===== src/rtl/monitoreo_multicanal_if.sv =====
// Sensor-side bundle of the multichannel monitor:
// samples and limits in, per-channel actuator/state outputs back.
interface monitoreo_multicanal_if #(
  parameter int N_CANALES  = 4,
  parameter int ANCHO_TEMP = 11
);
  logic [N_CANALES*ANCHO_TEMP-1:0] temp_entrada;
  logic [N_CANALES-1:0]            temp_valida;
  logic signed [ANCHO_TEMP-1:0]    lim_bajo;
  logic signed [ANCHO_TEMP-1:0]    lim_alto;
  logic [N_CANALES-1:0]            calefactor;
  logic [N_CANALES-1:0]            ventilador;
  logic [N_CANALES-1:0]            alerta_canal;
  logic [2*N_CANALES-1:0]          estado_actual;
  logic                            error_config;
  logic                            alerta;

  modport master (
    output temp_entrada, temp_valida,
    output lim_bajo, lim_alto,
    input  calefactor, ventilador,
    input  alerta_canal, estado_actual,
    input  error_config, alerta
  );

  modport slave (
    input  temp_entrada, temp_valida,
    input  lim_bajo, lim_alto,
    output calefactor, ventilador,
    output alerta_canal, estado_actual,
    output error_config, alerta
  );
endinterface


===== src/rtl/monitoreo_multicanal.sv =====
// N-channel temperature monitor: persistence filter, exit
// hysteresis and sensor timeout per channel, global alert.
module monitoreo_multicanal #(
  parameter int N_CANALES    = 4,
  parameter int ANCHO_TEMP   = 11,
  parameter int PERSISTENCIA = 5,
  parameter int HISTERESIS   = 20,
  parameter int TIMEOUT      = 16
) (
  input logic clk,
  input logic arst_n,
  monitoreo_multicanal_if.slave bus
);

  localparam int AT  = ANCHO_TEMP;
  localparam int AT1 = ANCHO_TEMP + 1;
  localparam int WP  = $clog2(PERSISTENCIA + 1);
  localparam int WT  = $clog2(TIMEOUT + 1);

  localparam logic [WP-1:0] P_MAX = WP'(PERSISTENCIA);
  localparam logic [WT-1:0] T_MAX = WT'(TIMEOUT);
  localparam logic signed [AT:0] HIST = AT1'(HISTERESIS);

  typedef enum logic [1:0] {
    NORMAL   = 2'b00,
    FRIO     = 2'b01,
    CALIENTE = 2'b10,
    FALLA    = 2'b11
  } estado_t;

  logic err_q;
  logic signed [AT:0] umbral_frio;
  logic signed [AT:0] umbral_calor;

  // one extra bit so limit +/- margin never wraps
  assign umbral_frio  = {bus.lim_bajo[AT-1], bus.lim_bajo} + HIST;
  assign umbral_calor = {bus.lim_alto[AT-1], bus.lim_alto} - HIST;

  always_ff @(posedge clk or negedge arst_n) begin
    if (!arst_n) begin
      err_q <= 1'b0;
    end else begin
      err_q <= (bus.lim_bajo >= bus.lim_alto);
    end
  end

  assign bus.error_config = err_q;
  assign bus.alerta = (|bus.alerta_canal) | err_q;

  for (genvar i = 0; i < N_CANALES; i++) begin : g_canal
    logic signed [AT-1:0] s;
    logic signed [AT:0]   s_x;
    logic                 v;
    logic                 es_frio;
    logic                 es_calor;
    logic                 falla_hit;
    logic                 limpiar;
    estado_t              st_q;
    estado_t              st_d;
    logic [WP-1:0]        cf_q, cf_d, cf_base;
    logic [WP-1:0]        cc_q, cc_d, cc_base;
    logic [WT-1:0]        ct_q, ct_d;

    assign s        = bus.temp_entrada[i*AT +: AT];
    assign s_x      = {s[AT-1], s};
    assign v        = bus.temp_valida[i];
    assign es_frio  = v && (s < bus.lim_bajo);
    assign es_calor = v && (s > bus.lim_alto);

    assign ct_d = v ? '0
                : (ct_q == T_MAX) ? T_MAX
                : ct_q + 1'b1;
    assign falla_hit = !v && (ct_d == T_MAX);

    // leaving FALLA restarts persistence from this sample
    assign cf_base = (st_q == FALLA) ? '0 : cf_q;
    assign cc_base = (st_q == FALLA) ? '0 : cc_q;

    assign cf_d = !v ? cf_q
                : !es_frio ? '0
                : (cf_base == P_MAX) ? P_MAX
                : cf_base + 1'b1;
    assign cc_d = !v ? cc_q
                : !es_calor ? '0
                : (cc_base == P_MAX) ? P_MAX
                : cc_base + 1'b1;

    always_comb begin
      st_d = st_q;
      unique case (st_q)
        NORMAL: begin
          if (cf_d == P_MAX)
            st_d = FRIO;
          else if (cc_d == P_MAX)
            st_d = CALIENTE;
        end
        FRIO: begin
          if (cc_d == P_MAX)
            st_d = CALIENTE;
          else if (v && s_x >= umbral_frio)
            st_d = NORMAL;
        end
        CALIENTE: begin
          if (cf_d == P_MAX)
            st_d = FRIO;
          else if (v && s_x <= umbral_calor)
            st_d = NORMAL;
        end
        FALLA: begin
          if (v)
            st_d = NORMAL;
        end
        default: st_d = NORMAL;
      endcase
      if (falla_hit)
        st_d = FALLA;
      else if (err_q && st_d != FALLA)
        st_d = NORMAL;
    end

    assign limpiar = err_q && (st_d != FALLA);

    always_ff @(posedge clk or negedge arst_n) begin
      if (!arst_n) begin
        st_q <= NORMAL;
        cf_q <= '0;
        cc_q <= '0;
        ct_q <= '0;
      end else begin
        st_q <= st_d;
        cf_q <= limpiar ? '0 : cf_d;
        cc_q <= limpiar ? '0 : cc_d;
        ct_q <= ct_d;
      end
    end

    assign bus.estado_actual[2*i +: 2] = st_q;
    assign bus.calefactor[i]   = (st_q == FRIO);
    assign bus.ventilador[i]   = (st_q == CALIENTE);
    assign bus.alerta_canal[i] = (st_q == FALLA);
  end

endmodule


===== src/flat_wrapper.sv =====
// flat-port wrapper written by rule: the top's interface ports become plain ports
module monitoreo_multicanal_flat 
#(
  parameter int N_CANALES    = 4,
  parameter int ANCHO_TEMP   = 11,
  parameter int PERSISTENCIA = 5,
  parameter int HISTERESIS   = 20,
  parameter int TIMEOUT      = 16
)
  (clk, arst_n, bus_temp_entrada, bus_temp_valida, bus_lim_bajo, bus_lim_alto, bus_calefactor, bus_ventilador, bus_alerta_canal, bus_estado_actual, bus_error_config, bus_alerta);
  monitoreo_multicanal_if #(.N_CANALES(N_CANALES), .ANCHO_TEMP(ANCHO_TEMP)) bus_i ();
  input logic clk;
  input logic arst_n;
  input wire logic [$bits(bus_i.temp_entrada)-1:0] bus_temp_entrada;
  input wire logic [$bits(bus_i.temp_valida)-1:0] bus_temp_valida;
  input wire logic [$bits(bus_i.lim_bajo)-1:0] bus_lim_bajo;
  input wire logic [$bits(bus_i.lim_alto)-1:0] bus_lim_alto;
  output wire logic [$bits(bus_i.calefactor)-1:0] bus_calefactor;
  output wire logic [$bits(bus_i.ventilador)-1:0] bus_ventilador;
  output wire logic [$bits(bus_i.alerta_canal)-1:0] bus_alerta_canal;
  output wire logic [$bits(bus_i.estado_actual)-1:0] bus_estado_actual;
  output wire logic [$bits(bus_i.error_config)-1:0] bus_error_config;
  output wire logic [$bits(bus_i.alerta)-1:0] bus_alerta;
  assign bus_i.temp_entrada = bus_temp_entrada;
  assign bus_i.temp_valida = bus_temp_valida;
  assign bus_i.lim_bajo = bus_lim_bajo;
  assign bus_i.lim_alto = bus_lim_alto;
  assign bus_calefactor = bus_i.calefactor;
  assign bus_ventilador = bus_i.ventilador;
  assign bus_alerta_canal = bus_i.alerta_canal;
  assign bus_estado_actual = bus_i.estado_actual;
  assign bus_error_config = bus_i.error_config;
  assign bus_alerta = bus_i.alerta;
  monitoreo_multicanal #(.N_CANALES(N_CANALES), .ANCHO_TEMP(ANCHO_TEMP), .PERSISTENCIA(PERSISTENCIA), .HISTERESIS(HISTERESIS), .TIMEOUT(TIMEOUT)) u_core (.clk(clk), .arst_n(arst_n), .bus(bus_i));
endmodule

===== config.mk =====
export PLATFORM = sky130hd
export DESIGN_NAME = monitoreo_multicanal_flat
export DESIGN_NICKNAME = d
export VERILOG_FILES = /design/src/rtl/monitoreo_multicanal_if.sv /design/src/rtl/monitoreo_multicanal.sv /design/src/flat_wrapper.sv
export SDC_FILE = /design/constraint.sdc
export NUM_CORES = 1
export LEC_CHECK = 0
export CORE_ASPECT_RATIO = 0.6
export CORE_UTILIZATION = 50
export DETAILED_ROUTE_END_ITERATION = 6
export PLACE_DENSITY = 0.74
export SLEW_MARGIN = 20
export SYNTH_ARGS = -nofsm -noshare
export SYNTH_HDL_FRONTEND = slang
export SYNTH_SLANG_ARGS = --single-unit

===== constraint.sdc =====
create_clock -name clk -period 2.1 [get_ports clk]
set_input_delay 0.315 -clock clk [delete_from_list [all_inputs] [get_ports clk]]
set_output_delay 0.315 -clock clk [all_outputs]
set_load 0.005 [all_outputs]

==> metrics list <==
- Global routing used around two fifths of the available tracks across all layers.
- The checks that failed: hold timing, setup timing.
* Maximum capacitance violations: 0
- Post-Route Skew: between 0.008 and 0.009 ns
- Yosys warns: 0
- At the end of routability-driven placement, the weighted congestion stood at between 0.9 and 1.
* # IOs: 94
- Floorplan die area: between 15,000 and 20,000 um2
- For this run, design rule violations remaining after detail routing come to 0.
* Hold-fix buffers, CTS: 0
- Once the floorplan was initialized, standard cells occupied 52.6% of the core.
* Met3 global-route usage: under 10%
- For the worst setup path, the data arrival time is ~3 ns.
* Insertion delay of the later-clocked pin in the worst-skew pair: ~0.31 ns
- Power, Total: roughly 4.7 mW
* Result of the run: complete, but fails checks
- For this run, the number of standard cells in the final layout without fillers is between 1,000 and 1,500.
- Before antenna repair, the detailed router went through 7 iterations.
- Setup slack on the critical path of the routed design comes to -0.696 ns.
* Clock root cell: clkbuf_16
* Number of buffers on the longest clock path: 2
- The initialized floorplan defines 33 standard-cell rows.
- Distinct cells, synth: 74
- The library cells used most frequently in the layout, excluding fill and tap cells, are buf_4 (216), ha_1 (125), nor2_1 (54), nand2_1 (54), dfrtp_1 (53).
* Setup TNS after final layout: -4.56 ns
- Once placement completed, the tool counted placed cells totaling between 1,000 and 1,500.
- VDD IR-drop max: around 0.30 mV
- The die is between 90 and 100 um tall.
* Required time reported for the critical path endpoint: between 2 and 2.5 ns
- STA classifies the critical path startpoint as an input pin.
- Core Region: 14,000 um2
- For this block, the initial DRC count from the detailed router was ~1,100.
- Across all register-to-register paths, the minimum setup slack is about 0.020 ns.
* Wire length reported by the detailed router: ~33 mm
- Main flop type after synthesis: dfrtp_1
- Num Clock Sinks: between 50 and 60
* Clock slew at reported path FFs: roughly 0.070 ns
* Most congested layer reported by global routing: met2
* Antenna violations before repair: 0
* Final net count: between 1,000 and 1,500
* Setup violations, final: 17
- Pin count of the biggest net entering global routing: between 50 and 60
* Worst slack at placement: -1.39 ns
* Pwr Density: around 400 nW/um2
- In this run the worst path has a maximum fanout of 3.
- For this run, global-route usage on met2 was measured as ~64%.
* Mean routed wirelength per cell: ~23 um
* Total of fill cells in the finished design: ~720
* TritonCTS clock tree: built
- Post-synthesis sequential area ratio: a little under a fifth
- Leaving out fill and tap cells, the most frequent cell in the layout is buf_4.
* Wire length of the first global-routing pass: approximately 44 mm
* Synthesized cell area: between 7000 and 8000 um2
* Via count of the first global-routing pass: around 8,800
- Share of the clock period used by the worst path after layout: 133%
- At the pin with the least slew margin, the transition time is roughly 0.60 ns.
- Overflow after GRT: 0
* Total nets after synthesis: roughly 1,100
* Number of flops mapped to enable cells by yosys: 0
* Leakage dissipation: 5.36 nW
* Inserted Clock Buffers: 5
* Final worst path period need: approximately 2.8 ns
* DR vias: between 9,000 and 10,000
- Residual antenna-violating net count after detailed routing: 0
- Fin Hold WS: -0.0144 ns
* Setup repair after global routing missed its margin: true
- Number of port buffers: 93
* Asr flop ratio synth: 100%
- Yosys reg bits: 53
- The critical path is of the input pin to register type.
- Via density: 6.63
* Placed instance area: around 10,000 um2
* Level count of the clock H-tree: 2
- Measured along the x axis, the die boundary spans about 160 um.
* Worst setup EP type: register
* Achievable clock frequency: around 0.36 GHz
- The count of final max-slew check failures is 0.
* Cell count after synthesis: roughly 880
- Number of antenna repair diodes: 0
- HPWL after detailed placement: about 20 mm
* Share of final-layout standard cells stronger than drive strength 1: between 40 and 50%
- Measured against its own limit, the worst slew margin works out to 59.8%.
- The path class of the tightest hold or removal check is input pin to asynchronous set/reset pin.
- Compared with the post-synthesis result, the final layout area differs by 61.5%.
- Once layout is done, the placed cells without fillers occupy 11,900 um2.
- In the global route stage, met1 resource usage came out at about half.
- A synthesized cell averages 8.39 um2.
- The number of hold violations in the final report came to 6.
## synthesized netlist by cell type, types with 5 or more instances
master / count / area share [%]
ha_1: 177 / 30
a21oi_1: 70 / 4.8
inv_1: 62 / 3.2
nor2_1: 60 / 3.1
nand2_1: 56 / 2.9
o21ai_0: 55 / 3.7
dfrtp_1: 53 / 18
nor2b_1: 35 / 3.0
nand3_1: 33 / 2.2
nand2b_1: 18 / 1.5
nand4_1: 18 / 1.5
xnor2_1: 17 / 2.0
nor3_1: 16 / 1.1
xor2_1: 16 / 1.9
a211oi_1: 15 / 1.5
nand3b_1: 11 / 1.1
a21o_1: 10 / 1.0
nor3b_1: 10 / 1.0
a31oi_1: 8 / 0.68
o2111ai_1: 8 / 0.95
a2111o_1: 6 / 0.92
a311o_1: 5 / 0.68
and3_1: 5 / 0.43
clkbuf_1: 5 / 0.26
nor4_1: 5 / 0.43
o31ai_1: 5 / 0.51
or3_1: 5 / 0.43
## kinds of logic (layout without fill, tap and decap cells)
kind of cell,count (synthesis),after routing,synth area share (%)
XOR/XNOR,34,34,4.15
AO/OA/AOI/OAI,237,237,21.4
flip-flops,53,53,18.0
buffers and inverters,73,404,3.88
multiplexers,4,4,0.629
adder cells (fa/ha/maj),178,178,30.3
AND/OR/NAND/NOR,298,298,21.6
## power by group
| part | total, mW | internal (mW) | switching, mW |
|---|---|---|---|
| Sequential | 1.10 | 1.06 | 0.0431 |
| Combinational | 2.61 | 1.24 | 1.37 |
| Clock | 1.01 | 0.596 | 0.409 |
| Total | 4.71 | 2.89 | 1.82 |
## worst max-delay path: stages
cell	delay, ns
buf_8	0.09
clkinvlp_4	0.11
ha_4	0.17
and2b_2	0.28
buf_6	0.12
nor2_4	0.03
xnor2_2	0.14
buf_4	0.16
buf_6	0.13
buf_4	0.14
ha_4	0.24
o21ai_2	0.15
nor2_1	0.07
nor4_2	0.34
nor2_1	0.15
o221ai_1	0.23
nand3_1	0.10
## state kept, by name (all words and copies together), names as in the netlist
| signal | count |
|---|---|
| u_core.g_canal.ct_q | 20 |
| u_core.g_canal.cc_q | 12 |
| u_core.g_canal.cf_q | 12 |
| u_core.g_canal.st_q | 8 |
| u_core.bus.error_config | 1 |
## path summary, 6_finish.rpt
kind / start / to / cells after the start
setup / recovery: bus_lim_alto[2] / u_core.g_canal[0].st_q[1]$_DFF_PN0_ / 17
hold / removal: arst_n / u_core.g_canal[2].st_q[0]$_DFF_PN0_ / 2
setup reg to reg: u_core.g_canal[2].ct_q[0]$_DFF_PN0_ / u_core.g_canal[2].cc_q[1]$_DFF_PN0_ / 9
hold reg to reg: u_core.g_canal[3].ct_q[0]$_DFF_PN0_ / u_core.g_canal[3].ct_q[0]$_DFF_PN0_ / 1
max in group asynchronous: arst_n / u_core.g_canal[3].ct_q[0]$_DFF_PN0_ / 2
min in group clk: u_core.g_canal[3].ct_q[0]$_DFF_PN0_ / u_core.g_canal[3].ct_q[0]$_DFF_PN0_ / 1
## routing by layer
layer,wire [um],share of wire (%)
met3,4080,12
met5,0,0
met4,2070,6.3
met2,14100,43
met1,12500,38
## layout make-up
class	count	area (um2)	share of cell area [%]
repair buffers	332	2760	23.2
clock inverters	2	37.5	0.316
inverters	64	298	2.51
flip-flops and latches	53	1330	11.2
clock buffers	6	139	1.17
well taps	192	240	2.02
multi-input cells	751	7080	59.6
## metrics by stage
stage / utilization (%) / hold WS [ns]
6_report: 84.9 / -0.0144
5_1_grt: 84.9 / 0.0309
4_1_cts: 80.2 / 0.0162
3_5_place_dp: 71.9 / 0.338
3_3_place_gp: 71.9 / 0.326
2_1_floorplan: - / 0.0194
## timing repair
| item | in CTS | in global routing |
|---|---|---|
| setup endpoints to repair | 33 | 32 |
| endpoints found under the hold margin | 0 | 0 |
| gates resized for setup | 283 | 154 |
| pin swaps | 102 | 100 |
| setup buffers | 30 | 13 |
Power figures use the tool's default switching activity.
==> RTL edit, RTL diff (same flow settings) <==
`PERSISTENCIA` is set to 5 in 2 places; all go to 10.
--- a/src/rtl/monitoreo_multicanal.sv
+++ b/src/rtl/monitoreo_multicanal.sv
@@ -5,3 +5,3 @@
   parameter int ANCHO_TEMP   = 11,
-  parameter int PERSISTENCIA = 5,
+  parameter int PERSISTENCIA = 10,
   parameter int HISTERESIS   = 20,
--- a/src/flat_wrapper.sv
+++ b/src/flat_wrapper.sv
@@ -5,3 +5,3 @@
   parameter int ANCHO_TEMP   = 11,
-  parameter int PERSISTENCIA = 5,
+  parameter int PERSISTENCIA = 10,
   parameter int HISTERESIS   = 20,
Formal check against the unedited RTL: not equivalent (a bounded check fails within 10 cycles, from zero or initial values and one cycle with arst_n low).
==> RTL edit against the original RTL <==
- the run still ends with hold timing, setup timing left
- design area grew 18%
- die area is 12% higher
- register-to-register slack got worse by 0.49 ns
- global-route usage increased by 2.0 points
- routed wire length increased by 34%
- largest power group unchanged
- highest routed layer is now met5
- sequential cell count is 8 higher
- sequential power is 15% higher
- critical path type unchanged
- hold slack got worse by 0.015 ns
- total power rose by 25%
- core utilization increased by 4.0 points
- synthesized area rose by 12%
- worst setup slack got worse by 0.19 ns
==> RTL edit: results (changes against the original RTL) <==
STA
  – Final hold slack: -0.0294 ns (-0.0150 ns)
  – Hold Violations, Final: 24 (+18)
  – Clock skew: 0.0145 ns (+0.00579 ns)
  – Fin. max-slew vios: 0 (unchanged)
  – Worst setup margin: -0.886 ns (-0.190 ns)
  – # setup viols final: 34 (+17)
  – Relative slew slack: 38.9% (-21 points)

Detailed routing
  – Post-detailed-route DRC marker count: 0 (unchanged)
  – First-pass DRT Iterations: 6 (-1)
  – Starting DRT DRC Count: 1367 (+26%)
  – Vias per cell: 6.87 (+3.6%)
  – Final WL: 44000 um (+34%)
  – Total number of vias: 11.2k (+20%)

Critical path
  – Crit path max fanout: 5 (+2)
  – Setup crit start: bus_lim_alto[2]
  – Crit path DAT: 3.19 ns (+0.21 ns)
  – Flop2flop setup slack: -0.47 ns (-0.49 ns)
  – Reg-to-Reg Start: u_core.g_canal[0].st_q[0]

Run status
  – Failing checks: hold timing, setup timing
  – Outcome: finished with violations

CTS
  – CTS H-tree depth: 3 (+1)
  – Clock transition at path regs: about 0.060 ns
  – Clock latency on the worst-skew pair: 0.34 ns (+0.03 ns)
  – Bufs on Longest Clock Path: 2 (unchanged)
  – CTS buffer count: 9 (+4)

Placement
  – Hpwl dp: 23900 um (+17%)
  – Placement Setup Slack: -1.38 ns (+0.0135 ns)
  – # placed instances: 1545 (+14%)
  – GPL Wtd Cong: 0.991 (+1.8%)

Yosys
  – Mapped Cells: 991 (+13%)
  – Post-synth ARST share: 100% (unchanged)
  – Post-synthesis sequential area ratio: 18.5% (+0.49 points)
  – Syn_nets: 1256 (+12%)
  – Top cells by area, synth: ha_1, dfrtp_1, nor2_1, a21oi_1, o21ai_0
  – Synth Flop Type: dfrtp_1
  – Netlist cell types: 91 (+23%)
  – Synth top cells by count: ha_1, nor2_1, a21oi_1, inv_1, nand2_1

GRT
  – Global-route wire length before repair: 53300 um (+20%)
  – Initial antenna violation count: 3 (+3)
  – Vias in the first global route: 10.1k (+16%)
  – Largest net degree at the start of global routing: 62 (+15%)
  – GRT Overall Usage: 40.8% (+2.0 points)

Hold path
  – Min-delay worst type: in2async

Cells and area
  – Largest regs: u_core.g_canal.ct_q: 20 flops, u_core.g_canal.cc_q: 16 flops, u_core.g_canal.cf_q: 16 flops
  – Fillers: 655 (-8.8%)
  – Layout cells sized above 1: 43.5% (+2.6 points)
  – Nets: 1682 (+16%)

Power
  – Peak supply drop: 0.359 mV (+18%)
  – Leak: 6.48 nW (+21%)
==> RTL edit: changes by cell type after synthesis, sizes merged, moves of 8 or more <==
cell	unedited run	this run
nand2	56	65
nor2	63	90
nand3	33	41
o211ai	4	13
nand4	19	10
a21oi	74	65
and2	4	14
ha	177	193
dfrtp	53	61
o21a	4	17
==> RTL edit: worst max-delay path: stages <==
cell	delay (ns)
buf_8	0.10
buf_4	0.17
o21ai_4	0.21
nand3_2	0.28
xnor2_2	0.27
ha_1	0.31
nand2_1	0.07
or2_1	0.23
or3b_4	0.38
o21a_1	0.14
maj3_2	0.31
a31oi_1	0.20
o31a_1	0.16
nor3_1	0.05
==> RTL edit: logic make-up after synthesis <==
family / synth area share [%]
mux: 0.121
simple gates: 20.9
buf+inv: 3.96
xor+xnor: 3.93
flops: 18.5
fa+ha+maj: 29.5
compound gates: 23.1
==> RTL edit: per-stage QoR <==
stage	utilization (%)	instance area [um2]	setup TNS (ns)
floorplan	-	8420	-2.88
global placement	74.0	11600	-32.58
detailed placement	74.0	11600	-34.20
CTS	84.2	13200	-4.19
global route	88.9	14000	-12.27
finish	88.9	14000	-11.01
==> RTL edit: final timing paths <==
check | to | cells past startpoint
setup / recovery | u_core.g_canal[1].st_q[1] | 14
max in group asynchronous | u_core.g_canal[0].ct_q[2] | 2
min in group clk | u_core.g_canal[3].ct_q[0] | 1
hold reg to reg | u_core.g_canal[3].ct_q[0] | 1
hold / removal | u_core.g_canal[3].cf_q[0] | 2
setup reg to reg | u_core.g_canal[0].st_q[1] | 10
==> RTL edit: area by class of cell <==
cell class	instances	area, um2	area share [%]
inverters	69	302	2.16
clock inverters	6	65.1	0.465
diodes	1	2.50	0.0179
clock buffers	10	229	1.64
multi-input cells	849	7950	56.9
well taps	203	254	1.82
flip-flops and latches	61	1530	10.9
repair buffers	427	3650	26.1
==> RTL edit: layer usage <==
metal	GRT usage, %	routed length (um)
met5	0	31
met4	18.6	4070
met1	50.5	15100
met3	12.5	6730
met2	66.1	18000
==> RTL edit: power breakdown <==
part | internal (mW) | leakage, nW | switching (mW)
Combinational | 1.45 | 5.50 | 1.66
Sequential | 1.22 | 0.832 | 0.0463
Clock | 0.919 | 0.142 | 0.591
==> RTL edit: what timing repair did <==
action	CTS	global route
setup endpoints to repair	43	41
setup buffers	51	27
pin swaps	113	92
gates resized for setup	306	130
